File: config.mk
export PLATFORM = sky130hd
export DESIGN_NAME = pong_match_ctrl
export DESIGN_NICKNAME = d
export VERILOG_FILES = /design/src/rtl/pong_pkg.sv /design/src/rtl/pong_step_div.sv /design/src/rtl/pong_match_ctrl.sv
export SDC_FILE = /design/constraint.sdc
export NUM_CORES = 1
export LEC_CHECK = 0
export ABC_AREA = 1
export ABC_CLOCK_PERIOD_IN_PS = 5550
export BUFFER_PORTS_ARGS = -buffer_cell sky130_fd_sc_hd__buf_2
export CAP_MARGIN = 15
export CORE_ASPECT_RATIO = 0.8
export CORE_MARGIN = 3
export CORE_UTILIZATION = 60
export CTS_BUF_LIST = sky130_fd_sc_hd__clkbuf_4
export CTS_CLUSTER_SIZE = 30
export DETAILED_ROUTE_END_ITERATION = 8
export PLACE_DENSITY = 0.8
export SLEW_MARGIN = 10
export SYNTH_ARGS = -nofsm -noshare
export SYNTH_HDL_FRONTEND = slang
export SYNTH_HIERARCHICAL = 1
export SYNTH_SLANG_ARGS = --single-unit
File: constraint.sdc
create_clock -name dclk -period 5.55 [get_ports dclk]
set_input_delay 0.2775 -clock dclk [delete_from_list [all_inputs] [get_ports dclk]]
set_output_delay 0.2775 -clock dclk [all_outputs]
set_load 0.1 [all_outputs]
File: src/rtl/pong_pkg.sv
// Shared Pong definitions: match FSM states, screen geometry, speed-level
// type and small helpers used by the match sequencer and the datapath.
package pong_pkg;

    // Match sequencer states; encodings are visible on the debug port.
    typedef enum logic [2:0] {
        ST_IDLE      = 3'd0,
        ST_SERVE     = 3'd1,
        ST_RALLY     = 3'd2,
        ST_POINT     = 3'd3,
        ST_GAME_OVER = 3'd4
    } pong_state_t;

    // VGA visible-window boundaries (pixel clock counts / line counts).
    localparam int HBP = 144;
    localparam int HFP = 784;
    localparam int VBP = 31;
    localparam int VFP = 511;

    // Ball rest position while recentred.
    localparam int CENTER_X = HBP + 320;
    localparam int CENTER_Y = VBP + 240;

    // Counter and score widths.
    localparam int STEP_W  = 18;
    localparam int FRAME_W = 7;
    localparam int SCORE_W = 4;

    localparam logic [SCORE_W-1:0] SCORE_MAX = 4'd9;

    // Ball speed level: 0 slowest .. 2 fastest.
    typedef logic [1:0] speed_level_t;

    // Map the right-hand score onto a speed level.
    function automatic speed_level_t level_for_score(
        input logic [SCORE_W-1:0] score,
        input logic [SCORE_W-1:0] lvl1,
        input logic [SCORE_W-1:0] lvl2
    );
        speed_level_t lvl;
        if (score >= lvl2) begin
            lvl = 2'd2;
        end else if (score >= lvl1) begin
            lvl = 2'd1;
        end else begin
            lvl = 2'd0;
        end
        return lvl;
    endfunction

    // Increment a score, holding at the display maximum.
    function automatic logic [SCORE_W-1:0] score_inc(input logic [SCORE_W-1:0] s);
        logic [SCORE_W-1:0] r;
        if (s >= SCORE_MAX) begin
            r = SCORE_MAX;
        end else begin
            r = s + 1'b1;
        end
        return r;
    endfunction

endpackage

File: src/rtl/pong_step_div.sv
// Programmable enable divider. While en is high the counter runs and a
// registered one-cycle tick is produced each time the count reaches div-1,
// after which the count wraps to 0. Dropping en clears the count, so the
// first tick after en rises comes div cycles later. The wrap test uses >=
// so switching to a shorter divisor mid-count cannot be skipped past.
module pong_step_div
    import pong_pkg::*;
#(
    parameter int W = STEP_W
) (
    input  logic         clk,
    input  logic         rst_n,
    input  logic         en,
    input  logic [W-1:0] div,
    output logic         tick
);

    logic [W-1:0] cnt;
    logic [W-1:0] last;

    // Terminal count for the selected divisor.
    assign last = div - W'(1);

    // Count while enabled, wrap and emit a tick at the terminal count.
    always_ff @(posedge clk or negedge rst_n) begin
        if (!rst_n) begin
            cnt  <= '0;
            tick <= 1'b0;
        end else begin
            tick <= 1'b0;
            if (!en) begin
                cnt <= '0;
            end else if (cnt >= last) begin
                cnt  <= '0;
                tick <= 1'b1;
            end else begin
                cnt <= cnt + W'(1);
            end
        end
    end

endmodule

File: src/rtl/pong_match_ctrl.sv
// Pong match sequencer: owns scores, serve and point pauses, win detection
// and ball speed level, and issues one-cycle ball_step enables to the
// ball/paddle datapath.
//
// Event interface: frame_tick, start, miss_l and miss_r are single-cycle
// pulses sampled on dclk; a pulse is consumed in the cycle it is high and
// only in the states that accept it, otherwise it is dropped. ball_step is
// a single-cycle pulse produced only while the ball is in play.
module pong_match_ctrl
    import pong_pkg::*;
#(
    parameter int WIN_SCORE    = 9,
    parameter int LVL1_SCORE   = 3,
    parameter int LVL2_SCORE   = 6,
    parameter int STEP_DIV_L0  = 250000,
    parameter int STEP_DIV_L1  = 166667,
    parameter int STEP_DIV_L2  = 125000,
    parameter int SERVE_FRAMES = 60,
    parameter int POINT_FRAMES = 90
) (
    input  logic               dclk,
    input  logic               clr_n,
    input  logic               frame_tick,
    input  logic               start,
    input  logic               miss_l,
    input  logic               miss_r,
    output logic               ball_step,
    output logic               ball_recenter,
    output logic               serve_dir,
    output logic [SCORE_W-1:0] score_l,
    output logic [SCORE_W-1:0] score_r,
    output speed_level_t       speed_level,
    output logic [2:0]         state_o,
    output logic               game_over,
    output logic               winner
);

    localparam logic [SCORE_W-1:0] WIN_VAL  = SCORE_W'(WIN_SCORE);
    localparam logic [SCORE_W-1:0] LVL1_VAL = SCORE_W'(LVL1_SCORE);
    localparam logic [SCORE_W-1:0] LVL2_VAL = SCORE_W'(LVL2_SCORE);

    localparam logic [STEP_W-1:0] DIV_L0 = STEP_W'(STEP_DIV_L0);
    localparam logic [STEP_W-1:0] DIV_L1 = STEP_W'(STEP_DIV_L1);
    localparam logic [STEP_W-1:0] DIV_L2 = STEP_W'(STEP_DIV_L2);

    localparam logic [FRAME_W-1:0] SERVE_LAST = FRAME_W'(SERVE_FRAMES - 1);
    localparam logic [FRAME_W-1:0] POINT_LAST = FRAME_W'(POINT_FRAMES - 1);

    pong_state_t        state;
    pong_state_t        state_next;
    logic [FRAME_W-1:0] frame_cnt;
    logic [STEP_W-1:0]  step_div;
    logic               step_en;
    logic               in_rally;
    logic               in_pause;
    logic               restart;
    logic               miss_any;
    logic               score_l_pt;
    logic               score_r_pt;
    logic               win_reached;
    logic               serve_done;
    logic               point_done;

    // Decode accepted events and counter terminal conditions.
    always_comb begin
        in_rally    = (state == ST_RALLY);
        in_pause    = (state == ST_SERVE) || (state == ST_POINT);
        restart     = start && ((state == ST_IDLE) || (state == ST_GAME_OVER));
        miss_any    = in_rally && (miss_l || miss_r);
        score_l_pt  = in_rally && miss_r && !miss_l;
        score_r_pt  = in_rally && miss_l && !miss_r;
        win_reached = (score_l == WIN_VAL) || (score_r == WIN_VAL);
        serve_done  = frame_tick && (frame_cnt == SERVE_LAST);
        point_done  = frame_tick && (frame_cnt == POINT_LAST);
    end

    // State register.
    always_ff @(posedge dclk or negedge clr_n) begin
        if (!clr_n) begin
            state <= ST_IDLE;
        end else begin
            state <= state_next;
        end
    end

    // Next-state selection.
    always_comb begin
        state_next = state;
        case (state)
            ST_IDLE: begin
                if (start) begin
                    state_next = ST_SERVE;
                end
            end
            ST_SERVE: begin
                if (serve_done) begin
                    state_next = ST_RALLY;
                end
            end
            ST_RALLY: begin
                if (miss_l || miss_r) begin
                    state_next = ST_POINT;
                end
            end
            ST_POINT: begin
                if (point_done) begin
                    state_next = win_reached ? ST_GAME_OVER : ST_SERVE;
                end
            end
            ST_GAME_OVER: begin
                if (start) begin
                    state_next = ST_SERVE;
                end
            end
            default: begin
                state_next = ST_IDLE;
            end
        endcase
    end

    // State-decoded outputs.
    always_comb begin
        ball_recenter = (state != ST_RALLY);
        game_over     = (state == ST_GAME_OVER);
        state_o       = state;
    end

    // Frame counter: counts ticks in SERVE/POINT, cleared on every state change.
    always_ff @(posedge dclk or negedge clr_n) begin
        if (!clr_n) begin
            frame_cnt <= '0;
        end else if ((state_next != state) || !in_pause) begin
            frame_cnt <= '0;
        end else if (frame_tick) begin
            frame_cnt <= frame_cnt + FRAME_W'(1);
        end
    end

    // Scores and serve direction: cleared on a new match, bumped on a point.
    always_ff @(posedge dclk or negedge clr_n) begin
        if (!clr_n) begin
            score_l   <= '0;
            score_r   <= '0;
            serve_dir <= 1'b0;
        end else if (restart) begin
            score_l   <= '0;
            score_r   <= '0;
            serve_dir <= 1'b0;
        end else if (score_l_pt) begin
            score_l   <= score_inc(score_l);
            serve_dir <= 1'b0;
        end else if (score_r_pt) begin
            score_r   <= score_inc(score_r);
            serve_dir <= 1'b1;
        end
    end

    // Speed level follows score_r one cycle later; reset to 0 on a new match.
    always_ff @(posedge dclk or negedge clr_n) begin
        if (!clr_n) begin
            speed_level <= 2'd0;
        end else if (restart) begin
            speed_level <= 2'd0;
        end else begin
            speed_level <= level_for_score(score_r, LVL1_VAL, LVL2_VAL);
        end
    end

    // Winner is latched on the way into GAME_OVER and held until the next one.
    always_ff @(posedge dclk or negedge clr_n) begin
        if (!clr_n) begin
            winner <= 1'b0;
        end else if ((state == ST_POINT) && point_done && win_reached) begin
            winner <= (score_r == WIN_VAL);
        end
    end

    // Divisor for the current speed level.
    always_comb begin
        case (speed_level)
            2'd1:    step_div = DIV_L1;
            2'd2:    step_div = DIV_L2;
            default: step_div = DIV_L0;
        endcase
    end

    // The divider runs only while the ball is in play and no miss is landing.
    assign step_en = in_rally && !miss_any;

    pong_step_div #(
        .W (STEP_W)
    ) u_step_div (
        .clk   (dclk),
        .rst_n (clr_n),
        .en    (step_en),
        .div   (step_div),
        .tick  (ball_step)
    );

endmodule

# Yosys cells after proc, flatten, opt, wreduce, memory -nomap -nowiden
# Index checks and enable logic that the tools add are counted.
[op_classes]
add_sub_neg = 5
order_cmp = 5
n_eq_ne = 13
n_mux = 26
n_reduce_logical = 27
[ops]
columns = ["op", "count"]
rows = [
  ["2-to-1 mux 18 bit", 2],
  ["one-hot mux 18 bit (2 select lines)", 1],
  ["2-to-1 mux 4 bit", 7],
  ["adder 18 x 1 -> 18 bit (second input constant)", 1],
  [">= comparator 18 bit", 1],
  ["subtractor 18 x 1 -> 18 bit (second input constant)", 1],
  ["2-to-1 mux 3 bit", 5],
  ["2-to-1 mux 7 bit", 2],
  ["one-hot mux 3 bit (4 select lines)", 1],
  ["logical AND 1 bit", 11],
  ["adder 4 x 1 -> 4 bit (second input constant)", 2],
  ["== test 4 bit (second input constant)", 2],
  [">= comparator 4 bit (second input constant)", 2],
  ["adder 7 x 1 -> 7 bit (second input constant)", 1],
  ["== test 7 x 6 -> 1 bit (second input constant)", 1],
  ["== test 7 bit (second input constant)", 1],
  ["== test 3 x 2 -> 1 bit (second input constant)", 2],
  ["2-to-1 mux 1 bit", 6],
  ["nonzero test 2 bit", 3],
  ["logical OR 1 bit", 5],
  [">= comparator 4 x 2 -> 1 bit (second input constant)", 1],
  [">= comparator 4 x 3 -> 1 bit (second input constant)", 1],
  ["zero test 1 bit", 4],
  ["2-to-1 mux 2 bit", 2],
  ["other kinds (11)", 11],
]
[totals]
regBits = 41
input_bits = 6
out_inout_bits = 18

# Logic depth before layout (Yosys ltp)
[depth]
ltp_word = 8
mapped_depth = 21
depth_no_buf = 20

# By module
# The synthesis kept the hierarchy.
[by_module_without_submodules]
columns = ["mod", "instances", "cells_each", "area_each_um2"]
rows = [
  ["pong_step_div", 1, 279, 1861.8],
  ["pong_match_ctrl", 1, 165, 1330.0],
]

# Worst setup path before layout
# OpenSTA, ideal clock, no wires.
[synth_path]
path_kind = "register to register"
start = "register speed_level[0]"
end = "register u_step_div.cnt[9]"
setup_time_ns = 0.122
t_arrival_ns = 3.517
required_ns = 5.428
path_slack_ns = 1.911
path_stages_with_launch = 19
synth_period_minus_slack_ns = 3.639
path_cell_list = "dfrtp_1 -> inv_1 -> ha_1 -> inv_1 -> nor2_1 -> nand2_1 -> nor2_1 -> nand4_1 -> xor2_1 -> inv_1 -> ha_1 -> nand2_1 -> nor2_1 -> nand4_1 -> nor2_1 -> nor2_1 -> nand2_2 -> buf_6 -> nor2_1"
[synth_between]
elab_chain_len = 6
elab_cells_between_ends = 7
[synth_rtl]
columns = ["element", "line", "rtl"]
rows = [
  ["from (decl)", "pong_match_ctrl.sv:32", "output speed_level_t speed_level,"],
  ["from (signal assigned)", "pong_match_ctrl.sv:165", "speed_level <= level_for_score(score_r, LVL1_VAL, LVL2_VAL);"],
  ["== test 2 bit or == test 2 x 1 -> 1 bit (tied branches)", "pong_match_ctrl.sv:180", "case (speed_level)"],
  ["one-hot mux 18 bit (2 select lines) *", "pong_match_ctrl.sv:180", ""],
  ["named net step_div[12]", "pong_match_ctrl.sv:52", "logic [STEP_W-1:0] step_div;"],
  ["subtractor 18 x 1 -> 18 bit *", "pong_step_div.sv:22", "assign last = div - W'(1);"],
  [">= comparator 18 bit *", "pong_step_div.sv:33", "end else if (cnt >= last) begin"],
  ["2-to-1 mux 18 bit *", "pong_step_div.sv:33", ""],
  ["2-to-1 mux 18 bit *", "pong_step_div.sv:31", "if (!en) begin"],
  ["to (signal assigned)", "pong_step_div.sv:37", "cnt <= cnt + W'(1);"],
  ["to (decl)", "pong_step_div.sv:18", "logic [W-1:0] cnt;"],
]
# Mark *: on every way through the listed nets, which the timed path passes. The rest lies on a longest branch.
# A chain may end at the register's enable or synchronous reset.

# Worst setup path after layout
[layout_path]
start = "register speed_level[0]"
end = "register u_step_div.cnt[2]"
# Same word-level chain as after synthesis.

==> run metrics <==
Pint 428.1 uW; WS Path Type reg2reg; Distinct cells, synth 36; vias in the first global route 2607; total wire length 6545 um; CTS tree done; Pre-Repair DR Iteration Count 4; chip height 71.24 um; Clock Path Buffers 2; nets 520; Clock Pin Slew Worst Setup and Hold Paths 0.13 ns; Core ar. 0.005065 mm^2; setup TNS 0 ns; EDFF count, synth 0; final worst slack 2.184 ns; Rows 23; most frequent cell after synthesis nand2_1; PD cells 215.9 mW/mm^2; synthesized area 0.003192 mm^2; die area 0.006236 mm^2; endpoints failing hold 0; Crit Path Max Fanout 18; critical path arrival 3.64 ns; dominant cells by area after synthesis dfrtp_1, ha_1, nand2_1; largest net degree at the start of global routing 42; Initial Utilization 0.6302; number of CTS-inserted buffers 5; final max-slew violation count 0; routed wl met3 296 um; CP endpoint kind register; 1st-iter DRT viols 207; die span in x 87.55 um; DP Worst Slack 2.192 ns; Post-synth top flop dfrtp_1; Seq/Total Area, Yosys 0.3214; clock power share 0.201; Net Sw Power 317.8 uW; Post-CTS Setup Bufs 0; yosys warns 6; DRT antenna net count 0; period utilisation layout 0.6065; worst min path class in2async; met2 wire length 3017 um; Resized cells post-CTS 0; Post-synth top cells nand2_1, nor2_1, inv_1; total grt overflow 0; Mapped Cells 444; status completed; Ant. Diodes 0; CTS hold repair buffers 0; Top Ports 24; initial antenna violation count 0; startpoint types register; Sink Count 41; Max H-tree Level 2; Setup Skew 0.01715 ns; first-pass GRT wire length 11450 um; minimum clock period 3.366 ns; Top Layer Used met4; CTS root buf clkbuf_4; sw frac 0.4261; flop2flop setup slack 2.18 ns; Yosys top cell area share 0.3214; share of cells above drive strength 1 0.1143; peak supply drop 0.0002994 V; Via Count 2815; RSZ-0062 raised after global routing false; max cap viols 0; Post-DP HPWL 5160 um; post-synthesis register bit count 41; largest area contributor in the synthesized netlist dfrtp_1; insertion delay to the later sink of the worst-skew pair 0.34 ns; Flop pwr share 0.455; synthesis-to-layout area growth 8.232%; Setup violations, final 0; M1 WL 3163 um; DRC viols 0; wire per inst 12.05 um; Total GRT Usage 0.2280; Slew @ Worst Pin 0.9252 ns; Gate power share 0.344; max frequency 0.2971 GHz; Slew HR 0.3832; Mean Syn Cell Area 7.189 um^2; port bufs 23; Async SR Flop Fraction 1.000; Crit path required time 5.83 ns; vias per std cell 5.184; leakage power 1.814 nW; routability cong. 0.9453
==> power by group through the flow <==
stage / clock [mW] / combinational, mW / sequential, mW
after floorplan: 0 / 0.118 / 0.430
after global placement: 0 / 0.252 / 0.344
after detailed placement: 0 / 0.258 / 0.345
after CTS: 0.158 / 0.258 / 0.340
after global routing: 0.168 / 0.284 / 0.343
final: 0.150 / 0.257 / 0.339
==> flip-flops by register name (all words and copies together), names as in the netlist <==
name / count
u_step_div/cnt: 18
u_step_div/tick: 1
serve_dir: 1
score_l: 4
speed_level: 2
frame_cnt: 7
score_r: 4
winner: 1
state_o: 3
==> final timing paths <==
| path | start | to | cells after the start |
|---|---|---|---|
| max | speed_level[0] | u_step_div/cnt[2] | 18 |
| min | clr_n | score_r[3] | 1 |
| max reg2reg | speed_level[0] | u_step_div/cnt[2] | 18 |
| min reg2reg | serve_dir | serve_dir | 2 |
| max in group asynchronous | clr_n | u_step_div/cnt[16] | 1 |
| min in group dclk | start | state_o[2] | 3 |
==> routing by layer <==
metal  GRT usage  up-vias
met4     0.05622        0
met5           0        -
met3     0.03793        9
li1            -     1465
met1      0.3176     1288
met2      0.3721       53
==> worst max-delay path, stage by stage (launching register included) <==
cell and delay, ns:
dfrtp_1 0.40, inv_1 0.07, ha_1 0.48, inv_1 0.20, nor2_1 0.18, nand2_1 0.08
nor2_2 0.16, nand2_2 0.09, nor2_2 0.17, xor2_1 0.17, inv_1 0.07, ha_1 0.30
a21oi_1 0.15, nand2_1 0.07, nand2_1 0.05, nand2_1 0.05, nor2_1 0.17, nand2_2 0.26
nor2_1 0.19
==> cells in the final DEF, fill, tap and decap left out, types with 2 or more instances in the layout <==
cell type	count
a21oi_1	8
nor2_2	4
xor2_1	11
nor3_1	5
xnor2_1	12
nor2_1	78
nand2_2	5
o22ai_1	5
nand3_1	34
o211ai_1	2
inv_2	4
buf_2	23
nand4_1	10
o21ai_0	5
nor4_1	2
nand3_2	4
clkbuf_4	6
nand2_1	97
or2_2	3
ha_1	33
a21o_1	2
conb_1	12
o21a_1	2
dfrtp_1	41
inv_1	61
==> cells by family (layout without fill, tap and decap cells) <==
family | count (synthesis) | in the layout | synth area share
adder cells (fa/ha/maj) | 33 | 33 | 0.1294
AND/OR/NAND/NOR | 248 | 248 | 0.3446
flip-flops | 41 | 41 | 0.3214
other | 2 | 12 | 0.002353
AO/OA/AOI/OAI | 28 | 28 | 0.05370
buffers and inverters | 69 | 96 | 0.08546
XOR/XNOR | 23 | 23 | 0.06311
==> layout make-up <==
class	instances	area (um^2)
Multi-Input combinational cell	344	1931
Fill cell	474	1610
Sequential cell	41	1026
Inverter	65	244.0
Timing Repair Buffer	24	122.6
Tap cell	62	77.57
Clock buffer	6	45.04
Clock inverter	1	8.758
==> per-stage QoR <==
step / instance area (um^2) / hold slack (ns) / util / instances / total power, mW
global route: 3455 / 0.1147 / 0.6821 / 543 / 0.7960
detailed placement: 3401 / 0.4729 / 0.6714 / 536 / 0.6031
floorplan: 3229 / -0.01809 / - / 454 / 0.5484
finish: 3455 / 0.05839 / 0.6821 / 543 / 0.7459
CTS: 3455 / 0.08300 / 0.6821 / 543 / 0.7557
global placement: 3401 / 0.4718 / 0.6714 / 536 / 0.5965
Note: power is estimated with default switching activity, not from simulation.
